<file path="src/rtl/qspi_pkg.sv">
// Shared types and constants for the QSPI slave register block.
package qspi_pkg;

  localparam int unsigned CMD_RD_BIT = 7;
  localparam int unsigned NIBBLE_W   = 4;
  localparam int unsigned ADDR_W     = 4;

  typedef enum logic [1:0] {
    IDLE,
    CMD,
    DATA,
    DONE
  } state_e;

endpackage

</file>
<file path="src/rtl/qspi_sync.sv">
// Multi-flop synchronizer with rise/fall detection on the synchronized value.
module qspi_sync #(
  parameter int unsigned     WIDTH   = 1,
  parameter int unsigned     STAGES  = 2,
  parameter logic [WIDTH-1:0] RST_VAL = '0
) (
  input  logic             clk,
  input  logic             rst_n,
  input  logic [WIDTH-1:0] d,
  output logic [WIDTH-1:0] q,
  output logic [WIDTH-1:0] rise,
  output logic [WIDTH-1:0] fall
);

  logic [STAGES-1:0][WIDTH-1:0] chain_q;
  logic [WIDTH-1:0]             prev_q;

  // Shift the asynchronous input through the chain; keep one extra copy for edges.
  always_ff @(posedge clk or negedge rst_n) begin
    if (!rst_n) begin
      chain_q <= {STAGES{RST_VAL}};
      prev_q  <= RST_VAL;
    end else begin
      chain_q[0] <= d;
      for (int unsigned i = 1; i < STAGES; i++) begin
        chain_q[i] <= chain_q[i-1];
      end
      prev_q <= chain_q[STAGES-1];
    end
  end

  assign q    = chain_q[STAGES-1];
  assign rise = q & ~prev_q;
  assign fall = ~q & prev_q;

endmodule

</file>
<file path="src/rtl/qspi_slave.sv">
// QSPI slave with a small register file: command byte (read bit + address),
// then one data byte per frame. Define QSPI_SLAVE_BURST_EN to let a frame
// continue with consecutive addresses while CS stays low.
module qspi_slave
  import qspi_pkg::*;
#(
  parameter int unsigned SYNC_STAGES = 2,
  parameter int unsigned REG_DEPTH   = 16
) (
  input  logic              clk,
  input  logic              reset,
  input  logic              sclk,
  input  logic              CS,
  input  logic              MOSI_0,
  input  logic              MOSI_1,
  input  logic              MOSI_2,
  input  logic              MOSI_3,
  output logic              MISO_0,
  output logic              MISO_1,
  output logic              MISO_2,
  output logic              MISO_3,
  output logic              miso_oe,
  input  logic [ADDR_W-1:0] reg_addr,
  output logic [7:0]        reg_data,
  output logic              wr_strobe,
  output logic [ADDR_W-1:0] wr_addr,
  output logic [7:0]        wr_data,
  output logic              busy
);

  localparam int unsigned FILL_W = $clog2(SYNC_STAGES + 1);

  logic                sclk_s, sclk_rise, sclk_fall;
  logic                cs_s, cs_rise, cs_fall;
  logic [NIBBLE_W-1:0] mosi_s, mosi_rise, mosi_fall;
  logic                unused_sync;

  qspi_sync #(.WIDTH(1), .STAGES(SYNC_STAGES), .RST_VAL(1'b0)) u_sync_sclk (
    .clk(clk), .rst_n(reset), .d(sclk), .q(sclk_s), .rise(sclk_rise), .fall(sclk_fall)
  );

  qspi_sync #(.WIDTH(1), .STAGES(SYNC_STAGES), .RST_VAL(1'b1)) u_sync_cs (
    .clk(clk), .rst_n(reset), .d(CS), .q(cs_s), .rise(cs_rise), .fall(cs_fall)
  );

  qspi_sync #(.WIDTH(NIBBLE_W), .STAGES(SYNC_STAGES), .RST_VAL('0)) u_sync_mosi (
    .clk(clk), .rst_n(reset), .d({MOSI_3, MOSI_2, MOSI_1, MOSI_0}),
    .q(mosi_s), .rise(mosi_rise), .fall(mosi_fall)
  );

  assign unused_sync = &{1'b0, sclk_s, cs_rise, cs_fall, mosi_rise, mosi_fall};

  state_e              state_q, state_d;
  logic                nib_q, nib_d;
  logic                rd_q, rd_d;
  logic [ADDR_W-1:0]   addr_q, addr_d;
  logic [7:0]          sh_q, sh_d;
  logic [NIBBLE_W-1:0] miso_q, miso_d;
  logic                oe_q, oe_d;
  logic                wr_strobe_q, wr_strobe_d;
  logic [ADDR_W-1:0]   wr_addr_q, wr_addr_d;
  logic [7:0]          wr_data_q, wr_data_d;
  logic [7:0]          reg_data_q, reg_data_d;
  logic                armed_q, armed_d;
  logic [FILL_W-1:0]   fill_q, fill_d;
  logic                flushed;
  logic                byte_done;
  logic                we;
  logic [ADDR_W-1:0]   we_addr;
  logic [7:0]          we_data;
  logic [7:0]          regfile_q [REG_DEPTH];
`ifdef QSPI_SLAVE_BURST_EN
  logic [ADDR_W-1:0]   addr_inc;
`endif

  // Frame sequencing, nibble capture/shift-out and write-request generation.
  always_comb begin
    state_d     = state_q;
    nib_d       = nib_q;
    rd_d        = rd_q;
    addr_d      = addr_q;
    sh_d        = sh_q;
    miso_d      = miso_q;
    oe_d        = oe_q;
    wr_strobe_d = 1'b0;
    wr_addr_d   = wr_addr_q;
    wr_data_d   = wr_data_q;
    reg_data_d  = regfile_q[reg_addr];
    // The synchronizer powers up holding CS=1; only trust it once real samples
    // have filled the chain, so a CS held low across reset does not re-arm.
    flushed     = (fill_q == FILL_W'(SYNC_STAGES));
    fill_d      = flushed ? fill_q : fill_q + 1'b1;
    armed_d     = armed_q | (cs_s & flushed);
    byte_done   = 1'b0;
    we          = 1'b0;
    we_addr     = addr_q;
    we_data     = {sh_q[7:4], mosi_s};
`ifdef QSPI_SLAVE_BURST_EN
    addr_inc    = addr_q + 1'b1;
`endif

    if (cs_s) begin
      state_d = IDLE;
      nib_d   = 1'b0;
      miso_d  = '0;
      oe_d    = 1'b0;
    end else begin
      case (state_q)
        IDLE: begin
          miso_d = '0;
          oe_d   = 1'b0;
          if (armed_q) begin
            state_d = CMD;
            nib_d   = 1'b0;
          end
        end
        CMD: begin
          if (sclk_fall) begin
            if (!nib_q) begin
              rd_d  = mosi_s[CMD_RD_BIT-NIBBLE_W];
              nib_d = 1'b1;
            end else begin
              addr_d  = mosi_s;
              nib_d   = 1'b0;
              state_d = DATA;
              if (rd_q) begin
                sh_d = regfile_q[mosi_s];
                oe_d = 1'b1;
              end
            end
          end
        end
        DATA: begin
          if (rd_q) begin
            if (sclk_rise) miso_d = nib_q ? sh_q[3:0] : sh_q[7:4];
            if (sclk_fall) begin
              if (!nib_q) nib_d = 1'b1;
              else        byte_done = 1'b1;
            end
          end else if (sclk_fall) begin
            if (!nib_q) begin
              sh_d[7:4] = mosi_s;
              nib_d     = 1'b1;
            end else begin
              we          = 1'b1;
              wr_strobe_d = 1'b1;
              wr_addr_d   = addr_q;
              wr_data_d   = we_data;
              byte_done   = 1'b1;
            end
          end
          if (byte_done) begin
            nib_d = 1'b0;
`ifdef QSPI_SLAVE_BURST_EN
            addr_d = addr_inc;
            if (rd_q) sh_d = regfile_q[addr_inc];
`else
            state_d = DONE;
            miso_d  = '0;
            oe_d    = 1'b0;
`endif
          end
        end
        DONE: begin
          miso_d = '0;
          oe_d   = 1'b0;
        end
        default: state_d = IDLE;
      endcase
    end
  end

  // Register FSM state and all outputs.
  always_ff @(posedge clk or negedge reset) begin
    if (!reset) begin
      state_q     <= IDLE;
      nib_q       <= 1'b0;
      rd_q        <= 1'b0;
      addr_q      <= '0;
      sh_q        <= '0;
      miso_q      <= '0;
      oe_q        <= 1'b0;
      wr_strobe_q <= 1'b0;
      wr_addr_q   <= '0;
      wr_data_q   <= '0;
      reg_data_q  <= '0;
      armed_q     <= 1'b0;
      fill_q      <= '0;
    end else begin
      state_q     <= state_d;
      nib_q       <= nib_d;
      rd_q        <= rd_d;
      addr_q      <= addr_d;
      sh_q        <= sh_d;
      miso_q      <= miso_d;
      oe_q        <= oe_d;
      wr_strobe_q <= wr_strobe_d;
      wr_addr_q   <= wr_addr_d;
      wr_data_q   <= wr_data_d;
      reg_data_q  <= reg_data_d;
      armed_q     <= armed_d;
      fill_q      <= fill_d;
    end
  end

  // Register file, written once per completed SPI data byte.
  always_ff @(posedge clk or negedge reset) begin
    if (!reset) begin
      regfile_q <= '{default: '0};
    end else if (we) begin
      regfile_q[we_addr] <= we_data;
    end
  end

  assign {MISO_3, MISO_2, MISO_1, MISO_0} = miso_q;
  assign miso_oe   = oe_q;
  assign wr_strobe = wr_strobe_q;
  assign wr_addr   = wr_addr_q;
  assign wr_data   = wr_data_q;
  assign reg_data  = reg_data_q;
  assign busy      = (state_q != IDLE);

endmodule

</file>
<file path="config.mk">
export PLATFORM = sky130hd
export DESIGN_NAME = qspi_slave
export DESIGN_NICKNAME = d
export VERILOG_FILES = /design/src/rtl/qspi_pkg.sv /design/src/rtl/qspi_sync.sv /design/src/rtl/qspi_slave.sv
export SDC_FILE = /design/constraint.sdc
export NUM_CORES = 1
export LEC_CHECK = 0
export BUFFER_PORTS_ARGS = -buffer_cell sky130_fd_sc_hd__buf_2
export CORE_MARGIN = 1.5
export CORE_UTILIZATION = 55
export CTS_CLUSTER_DIAMETER = 150
export DETAILED_ROUTE_END_ITERATION = 16
export PLACE_DENSITY = 0.7
export SETUP_SLACK_MARGIN = 0.02
export SLEW_MARGIN = 40
export SYNTH_ARGS = -nofsm -noshare
export SYNTH_HDL_FRONTEND = slang
export SYNTH_SLANG_ARGS = --single-unit
</file>
<file path="constraint.sdc">
create_clock -name clk -period 5.06 [get_ports clk]
set_clock_uncertainty 0.15 [all_clocks]
set_input_delay 0.506 -clock clk [delete_from_list [all_inputs] [get_ports clk]]
set_output_delay 0.506 -clock clk [all_outputs]
set_load 0.02 [all_outputs]
</file>
Word-level counts from Yosys, hierarchy flattened

Cells that the tools add are included.

Bits in registers: 186
Bits of input ports: 12
Output and inout bits: 27
Word-level logic and storage cells: 136

Add/subtract/negate cells: 1
$lt $le $gt $ge: 4
Equality and inequality tests: 18
Muxes and demuxes: 48
Bitwise gates (word level): 12
Reductions and logical operators: 16

Operators by type and width:

| kind                                                     | count |
|---|---|
| bitwise mux 128 bit                                      | 1 |
| binary-select mux 8 bit (select 4 bit)                   | 2 |
| 2-to-1 mux 8 bit                                         | 8 |
| demux 8 bit (select 4 bit)                               | 1 |
| 2-to-1 mux 4 bit                                         | 8 |
| 2-to-1 mux 1 bit                                         | 18 |
| one-hot mux 4 bit (2 select lines)                       | 2 |
| AND reduction 4 bit                                      | 4 |
| greater-or-equal comparator 5 bit, second input constant | 3 |
| != test 3 x 2 -> 1 bit, second input constant            | 5 |
| inverter 4 -> 5 bit                                      | 3 |
| AND reduction 5 bit                                      | 3 |
| != test 2 bit, second input constant                     | 6 |
| != test 4 x 3 -> 1 bit, second input constant            | 3 |
| 2-to-1 mux 2 bit                                         | 5 |
| AND reduction 8 bit                                      | 1 |
| == test 2 bit, second input constant                     | 3 |
| one-hot mux 1 bit (3 select lines)                       | 2 |
| one-hot mux 2 bit (3 select lines)                       | 1 |
| < comparator 5 x 1 -> 1 bit, second input constant       | 1 |
| inverter 1 bit                                           | 5 |
| nonzero test 2 bit                                       | 2 |
| nonzero test 4 bit                                       | 1 |
| bitwise AND 1 bit                                        | 3 |
| 8 further kinds                                          | 8 |

Depth between registers and ports, before layout

Gate-level depths: netlist of the first run.

Word-level depth: 8
Depth in mapped cells: 7

Modules after synthesis

A second synthesis of the first run with hierarchy kept.

Cells, all modules: 651
Area, all modules: 9,432.8 µm²

Modules (own cells, without submodules):

| module                   | times used | cells each | area each (µm²) | sequential area each (µm²) |
|---|---|---|---|---|
| qspi_slave               | 1          | 617        | 8,848.5         | 4,329.2 |
| qspi_sync at u_sync_mosi | 1          | 24         | 400.4           | 300.3 |
| qspi_sync at u_sync_cs   | 1          | 5          | 93.8            | 78.8 |
| qspi_sync at u_sync_sclk | 1          | 5          | 90.1            | 75.1 |

Worst setup path before layout of the first run

OpenSTA, ideal clock, no wires.

Path kind: input -> register
Start: input reg_addr[0]
End: register reg_data_q[0] (netlist: reg_data[0])
Arrival time: 1.748 ns
Setup slack: 3.024 ns
Stages: 4
Path through: buf_6 buf_6 mux4_1 mux4_2

Word-level cells in the longest chain between the ends: 4

RTL lines:

| element                                              | RTL line          | text |
|---|---|---|
| from (decl)                                          | qspi_slave.sv:23  | `input logic [ADDR_W-1:0] reg_addr,` |
| inverter 4 -> 5 bit (implied by the code)            | qspi_slave.sv:88  | `reg_data_d = regfile_q[reg_addr];` |
| binary-select mux 8 bit (select 4 bit)               | qspi_slave.sv:88  |  |
| 2-to-1 mux 8 bit (implied by the code) (2 in series) | qspi_slave.sv:88  |  |
| net reg_data_d[0]                                    | qspi_slave.sv:63  | `logic [7:0] reg_data_q, reg_data_d;` |
| to (signal assigned)                                 | qspi_slave.sv:200 | `reg_data_q <= reg_data_d;` |
| to (decl)                                            | qspi_slave.sv:63  |  |

The timed path passes the listed nets, and every way through them passes these cells. The select of a mux whose other input is x is not followed.
A chain may end at the register's enable or synchronous reset.

Worst setup path in the final report of the first run

Start: register state_q[0]
End: register regfile_q[71] in the netlist's numbering

Word-level cells in the longest chain between the ends: 3

RTL lines:

| element                         | RTL line          | text |
|---|---|---|
| from (decl)                     | qspi_slave.sv:53  | `state_e state_q, state_d;` |
| from (signal assigned)          | qspi_slave.sv:190 | `state_q <= state_d;` |
| == test 2 bit                   | qspi_slave.sv:108 | `case (state_q)` |
| 2-to-1 mux 1 bit                | qspi_slave.sv:108 |  |
| 2-to-1 mux 1 bit                | qspi_slave.sv:102 | `if (cs_s) begin` |
| to (signal, indexed assignment) | qspi_slave.sv:211 | `regfile_q[we_addr] <= we_data;` |
| to (decl)                       | qspi_slave.sv:71  | `logic [7:0] regfile_q [REG_DEPTH];` |

Every way passes these cells.

==> impl_results.html, run 1 <==
<table>
<tr><th>Metric</th><th>Value</th></tr>
<tr><th colspan="2">Outcome</th></tr>
<tr><td>Result of the run</td><td>finished clean</td></tr>
<tr><th colspan="2">STA</th></tr>
<tr><td>Final setup TNS</td><td>0 ns</td></tr>
<tr><td>Unrepaired setup endpoints after global routing</td><td>false</td></tr>
<tr><td>Final slew viol count</td><td>0</td></tr>
<tr><td>Minimum clock period after layout</td><td>2.98 ns</td></tr>
<tr><td>Tcrit/Tclk final</td><td>59.0%</td></tr>
<tr><td>Final Hold Fails</td><td>0</td></tr>
<tr><td>Number of setup violations in the final report</td><td>0</td></tr>
<tr><td>Transition time at the pin with the least slew margin</td><td>0.859 ns</td></tr>
<tr><td>F_max</td><td>335 MHz</td></tr>
<tr><td>Max transition margin</td><td>42.8%</td></tr>
<tr><th colspan="2">Finish</th></tr>
<tr><td>Total area of multi-input combinational cells</td><td>0.00438 mm2</td></tr>
<tr><td>Layout Area Growth over Synthesis</td><td>9.84%</td></tr>
<tr><td>NumNets Final</td><td>637</td></tr>
<tr><td>Sequential cell area</td><td>0.00466 mm2</td></tr>
<tr><td># diodes</td><td>0</td></tr>
<tr><td>Most frequent cells in the layout</td><td>183 x sky130_fd_sc_hd__dfrtp_1, 154 x sky130_fd_sc_hd__mux2_2, 47 x sky130_fd_sc_hd__mux4_2, 36 x sky130_fd_sc_hd__buf_2, 31 x sky130_fd_sc_hd__mux2i_1</td></tr>
<tr><td>Layout cells sized above 1</td><td>47.7%</td></tr>
<tr><td>Final instance area</td><td>0.0102 mm2</td></tr>
<tr><td>Final non-filler cell total</td><td>853</td></tr>
<tr><td>Number of fill cells</td><td>1236</td></tr>
<tr><td>Leading cell type in the layout, fill and taps excluded</td><td>sky130_fd_sc_hd__dfrtp_1</td></tr>
<tr><th colspan="2">Floorplanning</th></tr>
<tr><td>Die H</td><td>133 um</td></tr>
<tr><td>Effective utilization at floorplan</td><td>56.2%</td></tr>
<tr><td>Overall die width</td><td>133 um</td></tr>
<tr><td>Floorplan die area</td><td>0.0177 mm2</td></tr>
<tr><td>Ports placed on the boundary</td><td>39</td></tr>
<tr><td>Placeable core region</td><td>0.0166 mm2</td></tr>
<tr><td>Row count</td><td>47</td></tr>
<tr><th colspan="2">Power and ir drop</th></tr>
<tr><td>Maximum ir drop on the vdd rail</td><td>248 uV</td></tr>
<tr><td>Power density over the cells</td><td>346 mW/mm2</td></tr>
<tr><td>Leakage component of the power</td><td>4.99 nW</td></tr>
<tr><th colspan="2">Logic synthesis</th></tr>
<tr><td>Warnings from Yosys</td><td>0</td></tr>
<tr><td>Share of flip-flops with an asynchronous set or reset</td><td>100%</td></tr>
<tr><td>Number of register bits inferred by synthesis</td><td>186</td></tr>
<tr><td>Largest area contributor in the synthesized netlist</td><td>sky130_fd_sc_hd__dfrtp_1</td></tr>
<tr><td>Most instantiated flip-flop cell in the synthesis netlist</td><td>sky130_fd_sc_hd__dfrtp_1</td></tr>
<tr><td>Sequential element share of the synthesized area</td><td>50.0%</td></tr>
<tr><td>Combined area of all synthesized cells</td><td>0.00931 mm2</td></tr>
<tr><td>Net count after synthesis</td><td>620</td></tr>
<tr><td>Mean instance size in the synthesized netlist</td><td>15.4 um2</td></tr>
<tr><td>Gate Count Post-Synth</td><td>603</td></tr>
<tr><td>Biggest area contributors in the synthesized netlist</td><td>sky130_fd_sc_hd__dfrtp_1 49%, sky130_fd_sc_hd__mux2_2 19%, sky130_fd_sc_hd__mux4_2 11%</td></tr>
<tr><td>Fraction of post-synthesis cell area in the top cell type by area</td><td>49.4%</td></tr>
<tr><td>Synth unique cells</td><td>45</td></tr>
<tr><td>Post-synth EDFFs</td><td>0</td></tr>
<tr><th colspan="2">CTS</th></tr>
<tr><td>Post-CTS repair timing setup buffer count</td><td>0</td></tr>
<tr><td>Clk Latency, worst-skew pair</td><td>0.43 ns</td></tr>
<tr><td>CTS tree</td><td>built</td></tr>
<tr><td>Root buffer cell</td><td>sky130_fd_sc_hd__clkbuf_16</td></tr>
<tr><td>Clock slew at reported path FFs</td><td>0.07 ns</td></tr>
<tr><td>Count of clock tree sinks</td><td>186</td></tr>
<tr><td>Number of H-tree levels</td><td>4</td></tr>
<tr><td>Number of buffers created by CTS</td><td>17</td></tr>
<tr><td>Maximum root-to-sink buffer count</td><td>2</td></tr>
<tr><th colspan="2">Worst hold path</th></tr>
<tr><td>Count of cells along the worst hold path</td><td>1</td></tr>
<tr><td>Class of the worst hold path</td><td>primary input to flip-flop</td></tr>
<tr><td>Worst min-delay path endpoint</td><td>u_sync_cs.chain_q[0]</td></tr>
<tr><td>Launch instance of the worst min-delay path</td><td>CS</td></tr>
<tr><th colspan="2">Route</th></tr>
<tr><td>Wire length per cell after detailed routing</td><td>25.0 um</td></tr>
<tr><td>Final wirelength</td><td>21.3 mm</td></tr>
<tr><td>Per-cell via count in the routed design</td><td>6.42</td></tr>
<tr><td>DRC violation count after routing</td><td>0</td></tr>
<tr><td>First-pass DRT Iterations</td><td>5</td></tr>
<tr><td>Post-route antenna net violation count</td><td>0</td></tr>
<tr><td>Detailed Route Iter0 Violations</td><td>403</td></tr>
<tr><td>Via count</td><td>5473</td></tr>
<tr><th colspan="2">Global route</th></tr>
<tr><td>Maximum number of pins on one net before global-route repair</td><td>84</td></tr>
<tr><td>Number of antenna violations at the first check in global routing</td><td>0</td></tr>
<tr><td>Number of global-route vias before repair</td><td>5741</td></tr>
<tr><td>Global-route wire length before repair</td><td>34.2 mm</td></tr>
<tr><td>Met3 track demand over resource in global routing</td><td>6.47%</td></tr>
<tr><td>Residual overflow from global routing</td><td>0</td></tr>
<tr><td>Met2 demand-to-capacity share in global routing</td><td>39.6%</td></tr>
<tr><td>Most used routing layer</td><td>met2</td></tr>
<tr><td>Total track usage</td><td>25.9%</td></tr>
<tr><td>Grt met1 use</td><td>36.6%</td></tr>
<tr><th colspan="2">Worst setup path</th></tr>
<tr><td>Peak fanout along the critical path</td><td>12</td></tr>
<tr><td>Worst r2r dst</td><td>regfile_q[71]</td></tr>
<tr><td>Setup crit start kind</td><td>flip-flop</td></tr>
<tr><td>Required time at the worst-slack endpoint</td><td>5.23 ns</td></tr>
<tr><td>Origin of the critical flop-to-flop path</td><td>state_q[0]</td></tr>
<tr><td>Endpoint type of the worst setup path</td><td>flip-flop</td></tr>
<tr><td>Path depth of the worst reg2reg path</td><td>7</td></tr>
<tr><td>Reg2reg setup slack</td><td>2.08 ns</td></tr>
<tr><td>Setup Crit Path Kind</td><td>flip-flop to flip-flop</td></tr>
<tr><td>Arrival time of data at the critical path endpoint</td><td>3.15 ns</td></tr>
<tr><th colspan="2">Placement</th></tr>
<tr><td>Detailed Place HPWL</td><td>14.3 mm</td></tr>
<tr><td>Routability cong.</td><td>0.883</td></tr>
<tr><td>Cell area reported after detailed placement</td><td>0.00961 mm2</td></tr>
<tr><td>Placed Cells incl. Taps</td><td>820</td></tr>
<tr><td>Quantity of I/O buffers inserted on ports</td><td>38</td></tr>
<tr><th colspan="2">Run</th></tr>
<tr><td>Number of maximum-capacitance constraint violations</td><td>0</td></tr>
</table>
[metrics by stage]
step                total power, W  utilization, %  worst slack [ns]  hold slack, ns
finish                     0.00354            61.7              2.08          0.0200
floorplan                  0.00203               -              3.02          0.0604
CTS                        0.00356            61.7              2.10         0.00578
global route               0.00367            61.7              1.91         0.00416
global placement           0.00216            57.9              2.18           0.183
detailed placement         0.00219            58.0              2.12           0.187
[worst max-delay path, stage by stage, from the launching register on]
cell and delay (ns):
sky130_fd_sc_hd__dfrtp_1 0.40, sky130_fd_sc_hd__inv_1 0.10, sky130_fd_sc_hd__ha_1 0.38, sky130_fd_sc_hd__inv_1 0.18, sky130_fd_sc_hd__nor4_4 0.55, sky130_fd_sc_hd__buf_4 0.36, sky130_fd_sc_hd__nand3_2 0.33, sky130_fd_sc_hd__mux2_2 0.39
[Yosys cell counts (5+ instances only)]
| cell | instances |
|---|---|
| sky130_fd_sc_hd__buf_4 | 7 |
| sky130_fd_sc_hd__buf_1 | 6 |
| sky130_fd_sc_hd__nor2b_1 | 7 |
| sky130_fd_sc_hd__nand2_1 | 5 |
| sky130_fd_sc_hd__dfrtp_1 | 184 |
| sky130_fd_sc_hd__inv_1 | 8 |
| sky130_fd_sc_hd__buf_2 | 10 |
| sky130_fd_sc_hd__ha_1 | 5 |
| sky130_fd_sc_hd__mux2i_1 | 31 |
| sky130_fd_sc_hd__mux4_1 | 16 |
| sky130_fd_sc_hd__a22oi_1 | 8 |
| sky130_fd_sc_hd__nor3_1 | 6 |
| sky130_fd_sc_hd__clkbuf_1 | 23 |
| sky130_fd_sc_hd__mux2_2 | 154 |
| sky130_fd_sc_hd__a21oi_1 | 6 |
| sky130_fd_sc_hd__mux4_2 | 47 |
| sky130_fd_sc_hd__nand3_2 | 12 |
| sky130_fd_sc_hd__nor2_1 | 15 |
[registers in the layout, summed over array words and instances, names as in the netlist, 2 cells and up]
register / cells
sh_q: 8
u_sync_mosi.chain_q: 4
reg_data: 8
state_q: 2
regfile_q: 128
u_sync_mosi.q: 4
wr_data: 8
wr_addr: 4
fill_q: 2
addr_q: 4
miso_q: 4
[worst max-delay path by stage]
stage	slack [ns]	endpoint	from	depth (start not counted)
2_1_floorplan	3.02	reg_data[0]	reg_addr[0]	4
3_3_place_gp	2.18	reg_data[5]	reg_addr[0]	3
3_5_place_dp	2.12	regfile_q[69]	state_q[0]	7
4_1_cts	2.10	regfile_q[69]	state_q[0]	7
5_1_grt	1.91	regfile_q[84]	state_q[0]	7
6_report	2.08	regfile_q[71]	state_q[0]	7
[power breakdown]
part | internal, W | leakage, nW | switching (W)
combinational | 0.000173 | 2.15 | 0.000250
sequential | 0.00155 | 2.54 | 0.000188
clock | 0.000806 | 0.291 | 0.000571
total | 0.00253 | 4.99 | 0.00101
[layout make-up]
type	instances	area share (%)
inverters	8	0.294
repair buffers	48	2.73
clock buffers	22	4.54
well taps	220	2.69
clock inverters	10	1.38
multi-input cells	359	42.8
flip-flops and latches	186	45.6
[cell families after synthesis]
| family | count (synthesis) | share of synthesized area, % |
|---|---|---|
| XOR/XNOR | 1 | 0.0941 |
| buffers and inverters | 58 | 3.08 |
| flip-flops | 186 | 50.0 |
| multiplexers | 248 | 37.8 |
| AO/OA/AOI/OAI | 34 | 2.67 |
| AND/OR/NAND/NOR | 71 | 5.64 |
| adder cells (fa/ha/maj) | 5 | 0.672 |
[timing repair]
action / CTS / global route
hold endpoints to repair: 81 / 0
gates resized for setup: 0 / 0
hold buffers: 1 / 0
[layer usage]
layer | routed length, um | part of all wire (%) | vias up
li1 | - | - | 2335
met1 | 9460 | 44 | 2941
met2 | 10200 | 48 | 163
met3 | 1280 | 6.0 | 34
met4 | 415 | 1.9 | 0
met5 | 0 | 0 | -
Note: power is estimated with default switching activity, not from simulation.
==> inputs of run 2 (changes only) <==
PLACE_DENSITY = 0.73   (was 0.7)
clock period = 2.4 ns   (was 5.06 ns; I/O delays follow)
==> run 2 against run 1 <==
Register-to-register slack got worse by 1.9 ns. Global-route usage barely moved. Critical endpoint is now regfile_q[64]. Die area did not move. Sequential cell count unchanged. Clock power rose by 100%. Critical path depth unchanged. Final cell count increased by 3.3%. Sequential power rose by 110%. Core utilization up 2.1 points. Sequential share of layout area down 1.5 points. Total power up 110%. Worst setup slack worse by 1.9 ns.
==> impl_results.html, run 2 (synthesis results as in run 1) <==
<table>
<tr><th>Metric</th><th>Value</th></tr>
<tr><th colspan="2">Outcome</th></tr>
<tr><td>Result of the run</td><td>finished clean</td></tr>
<tr><th colspan="2">CTS</th></tr>
<tr><td>Maximum root-to-sink buffer count</td><td>2</td></tr>
<tr><td>Clock slew at reported path FFs</td><td>0.07 ns</td></tr>
<tr><td>Count of clock tree sinks</td><td>186</td></tr>
<tr><td>Clk Latency, worst-skew pair</td><td>0.44 ns</td></tr>
<tr><td>Number of H-tree levels</td><td>4</td></tr>
<tr><td>Root buffer cell</td><td>sky130_fd_sc_hd__clkbuf_16</td></tr>
<tr><td>Number of buffers created by CTS</td><td>17</td></tr>
<tr><td>CTS tree</td><td>built</td></tr>
<tr><th colspan="2">Route</th></tr>
<tr><td>Detailed Route Iter0 Violations</td><td>341</td></tr>
<tr><td>DRC violation count after routing</td><td>0</td></tr>
<tr><td>Via count</td><td>5550</td></tr>
<tr><td>Post-route antenna net violation count</td><td>0</td></tr>
<tr><td>Wire length per cell after detailed routing</td><td>24.4 um</td></tr>
<tr><td>First-pass DRT Iterations</td><td>5</td></tr>
<tr><td>Per-cell via count in the routed design</td><td>6.30</td></tr>
<tr><td>Final wirelength</td><td>21.5 mm</td></tr>
<tr><th colspan="2">Worst hold path</th></tr>
<tr><td>Launch instance of the worst min-delay path</td><td>reg_addr[3]</td></tr>
<tr><td>Class of the worst hold path</td><td>primary input to flip-flop</td></tr>
<tr><th colspan="2">STA</th></tr>
<tr><td>Tcrit/Tclk final</td><td>93.8%</td></tr>
<tr><td>Final slew viol count</td><td>0</td></tr>
<tr><td>Final setup TNS</td><td>0 ns</td></tr>
<tr><td>F_max</td><td>444 MHz</td></tr>
<tr><td>Final Worst Setup Slack</td><td>0.148 ns</td></tr>
<tr><td>Max transition margin</td><td>53.1%</td></tr>
<tr><td>Transition time at the pin with the least slew margin</td><td>0.704 ns</td></tr>
<tr><td>Number of setup violations in the final report</td><td>0</td></tr>
<tr><td>Final Hold Fails</td><td>0</td></tr>
<tr><td>Minimum clock period after layout</td><td>2.25 ns</td></tr>
<tr><td>Unrepaired setup endpoints after global routing</td><td>false</td></tr>
<tr><th colspan="2">Finish</th></tr>
<tr><td>Post-route core utilization</td><td>63.8%</td></tr>
<tr><td>Reg with most FFs</td><td>regfile_q</td></tr>
<tr><td>NumNets Final</td><td>665</td></tr>
<tr><td>Layout Area Growth over Synthesis</td><td>13.5%</td></tr>
<tr><td>Number of flip-flops in the largest register</td><td>128</td></tr>
<tr><td>Layout cells sized above 1</td><td>49.5%</td></tr>
<tr><td>Leading cell type in the layout, fill and taps excluded</td><td>sky130_fd_sc_hd__dfrtp_1</td></tr>
<tr><td># diodes</td><td>0</td></tr>
<tr><td>Most frequent cells in the layout</td><td>183 x sky130_fd_sc_hd__dfrtp_1, 154 x sky130_fd_sc_hd__mux2_2, 47 x sky130_fd_sc_hd__mux4_2, 37 x sky130_fd_sc_hd__buf_2, 31 x sky130_fd_sc_hd__mux2i_1</td></tr>
<tr><th colspan="2">Global route</th></tr>
<tr><td>Total track usage</td><td>25.9%</td></tr>
<tr><td>Number of global-route vias before repair</td><td>5742</td></tr>
<tr><td>Number of antenna violations at the first check in global routing</td><td>0</td></tr>
<tr><td>Residual overflow from global routing</td><td>0</td></tr>
<tr><td>Maximum number of pins on one net before global-route repair</td><td>70</td></tr>
<tr><td>Global-route wire length before repair</td><td>34.2 mm</td></tr>
<tr><th colspan="2">Placement</th></tr>
<tr><td>Detailed Place HPWL</td><td>13.8 mm</td></tr>
<tr><td>Pre-CTS WS</td><td>0.144 ns</td></tr>
<tr><td>Quantity of I/O buffers inserted on ports</td><td>38</td></tr>
<tr><td>Routability cong.</td><td>0.840</td></tr>
<tr><th colspan="2">Worst setup path</th></tr>
<tr><td>Setup crit start kind</td><td>flip-flop</td></tr>
<tr><td>Peak fanout along the critical path</td><td>17</td></tr>
<tr><td>Crit path cell chain</td><td>inv_1 &gt; ha_1 &gt; inv_1 &gt; nor4_4 &gt; buf_12 &gt; nand3_2 &gt; mux2_2</td></tr>
<tr><td>Required time at the worst-slack endpoint</td><td>2.57 ns</td></tr>
<tr><td>Source of the critical timing path</td><td>state_q[0]</td></tr>
<tr><td>Setup Crit Path Kind</td><td>flip-flop to flip-flop</td></tr>
<tr><td>Most numerous cell on the critical path</td><td>sky130_fd_sc_hd__inv_1</td></tr>
<tr><td>Crit-path max cell delay</td><td>0.41 ns</td></tr>
<tr><td>Endpoint type of the worst setup path</td><td>flip-flop</td></tr>
<tr><td>Arrival time of data at the critical path endpoint</td><td>2.42 ns</td></tr>
<tr><td>Origin of the critical flop-to-flop path</td><td>state_q[0]</td></tr>
<tr><td>Library cell contributing the largest single delay on the critical path</td><td>sky130_fd_sc_hd__dfrtp_1</td></tr>
<tr><th colspan="2">Run</th></tr>
<tr><td>Number of maximum-capacitance constraint violations</td><td>0</td></tr>
<tr><th colspan="2">Floorplanning</th></tr>
<tr><td>Ports placed on the boundary</td><td>39</td></tr>
<tr><td>Die H</td><td>133 um</td></tr>
<tr><td>Placeable core region</td><td>0.0166 mm2</td></tr>
<tr><td>Overall die width</td><td>133 um</td></tr>
<tr><td>Floorplan die area</td><td>0.0177 mm2</td></tr>
<tr><td>Row count</td><td>47</td></tr>
<tr><td>Effective utilization at floorplan</td><td>56.2%</td></tr>
<tr><th colspan="2">Power and ir drop</th></tr>
<tr><td>Leakage component of the power</td><td>5.16 nW</td></tr>
<tr><td>Power density over the cells</td><td>700 mW/mm2</td></tr>
<tr><td>Maximum ir drop on the vdd rail</td><td>548 uV</td></tr>
</table>
[run 2: final timing paths]
path                                     to  slack [ns]  cells after the start
setup / recovery              regfile_q[64]        0.15                      7
hold / removal                  reg_data[0]        0.15                      2
setup reg to reg              regfile_q[64]        0.15                      7
hold reg to reg            u_sync_mosi.q[1]        0.20                      0
max in group asynchronous       u_sync_cs.q        1.14                      3
min in group asynchronous    regfile_q[121]        0.22                      2
[run 2: report_power, final]
part	internal, W	switching, W
clock network	0.00147	0.00131
registers	0.00327	0.000304
logic	0.000427	0.000622
total	0.00517	0.00223
[run 2: metrics by stage]
stage	cells	instance area, um2	hold slack, ns	power, W
floorplan	603	9310	-0.206	0.00429
global placement	841	9920	0.138	0.00462
detailed placement	841	9920	0.143	0.00467
CTS	880	10600	0.137	0.00744
global route	881	10600	0.147	0.00768
finish	881	10600	0.148	0.00740
[run 2: worst max-delay path, delay by kind of cell, from the launching register on]
family	cells	cell delay, ns
fa+ha+maj	1	0.18
buf+inv	3	0.41
flops	1	0.41
mux	1	0.38
simple gates	2	0.58
[run 2: per-layer routing]
metal | up-vias | GRT usage, % | routed length (um)
li1 | 2400 | - | -
met1 | 2936 | 34.6 | 9030
met2 | 167 | 41.5 | 10500
met3 | 47 | 5.29 | 1070
met4 | 0 | 11.8 | 828
met5 | - | 0 | 0
[run 2: area by class of cell]
cell class,count,area [um2]
Fill cell,1227,6010
Sequential cell,186,4660
Multi-Input combinational cell,359,4380
Timing Repair Buffer,76,652
Clock buffer,17,425
Tap cell,220,275
Clock inverter,15,154
Inverter,8,30.0
[run 2: what timing repair did]
action                     in CTS  in global routing
hold buffers                    7                  0
setup buffers                   0                  1
hold endpoints to repair       70                  0
resized for setup               0                  0
setup endpoints to repair       0                  4
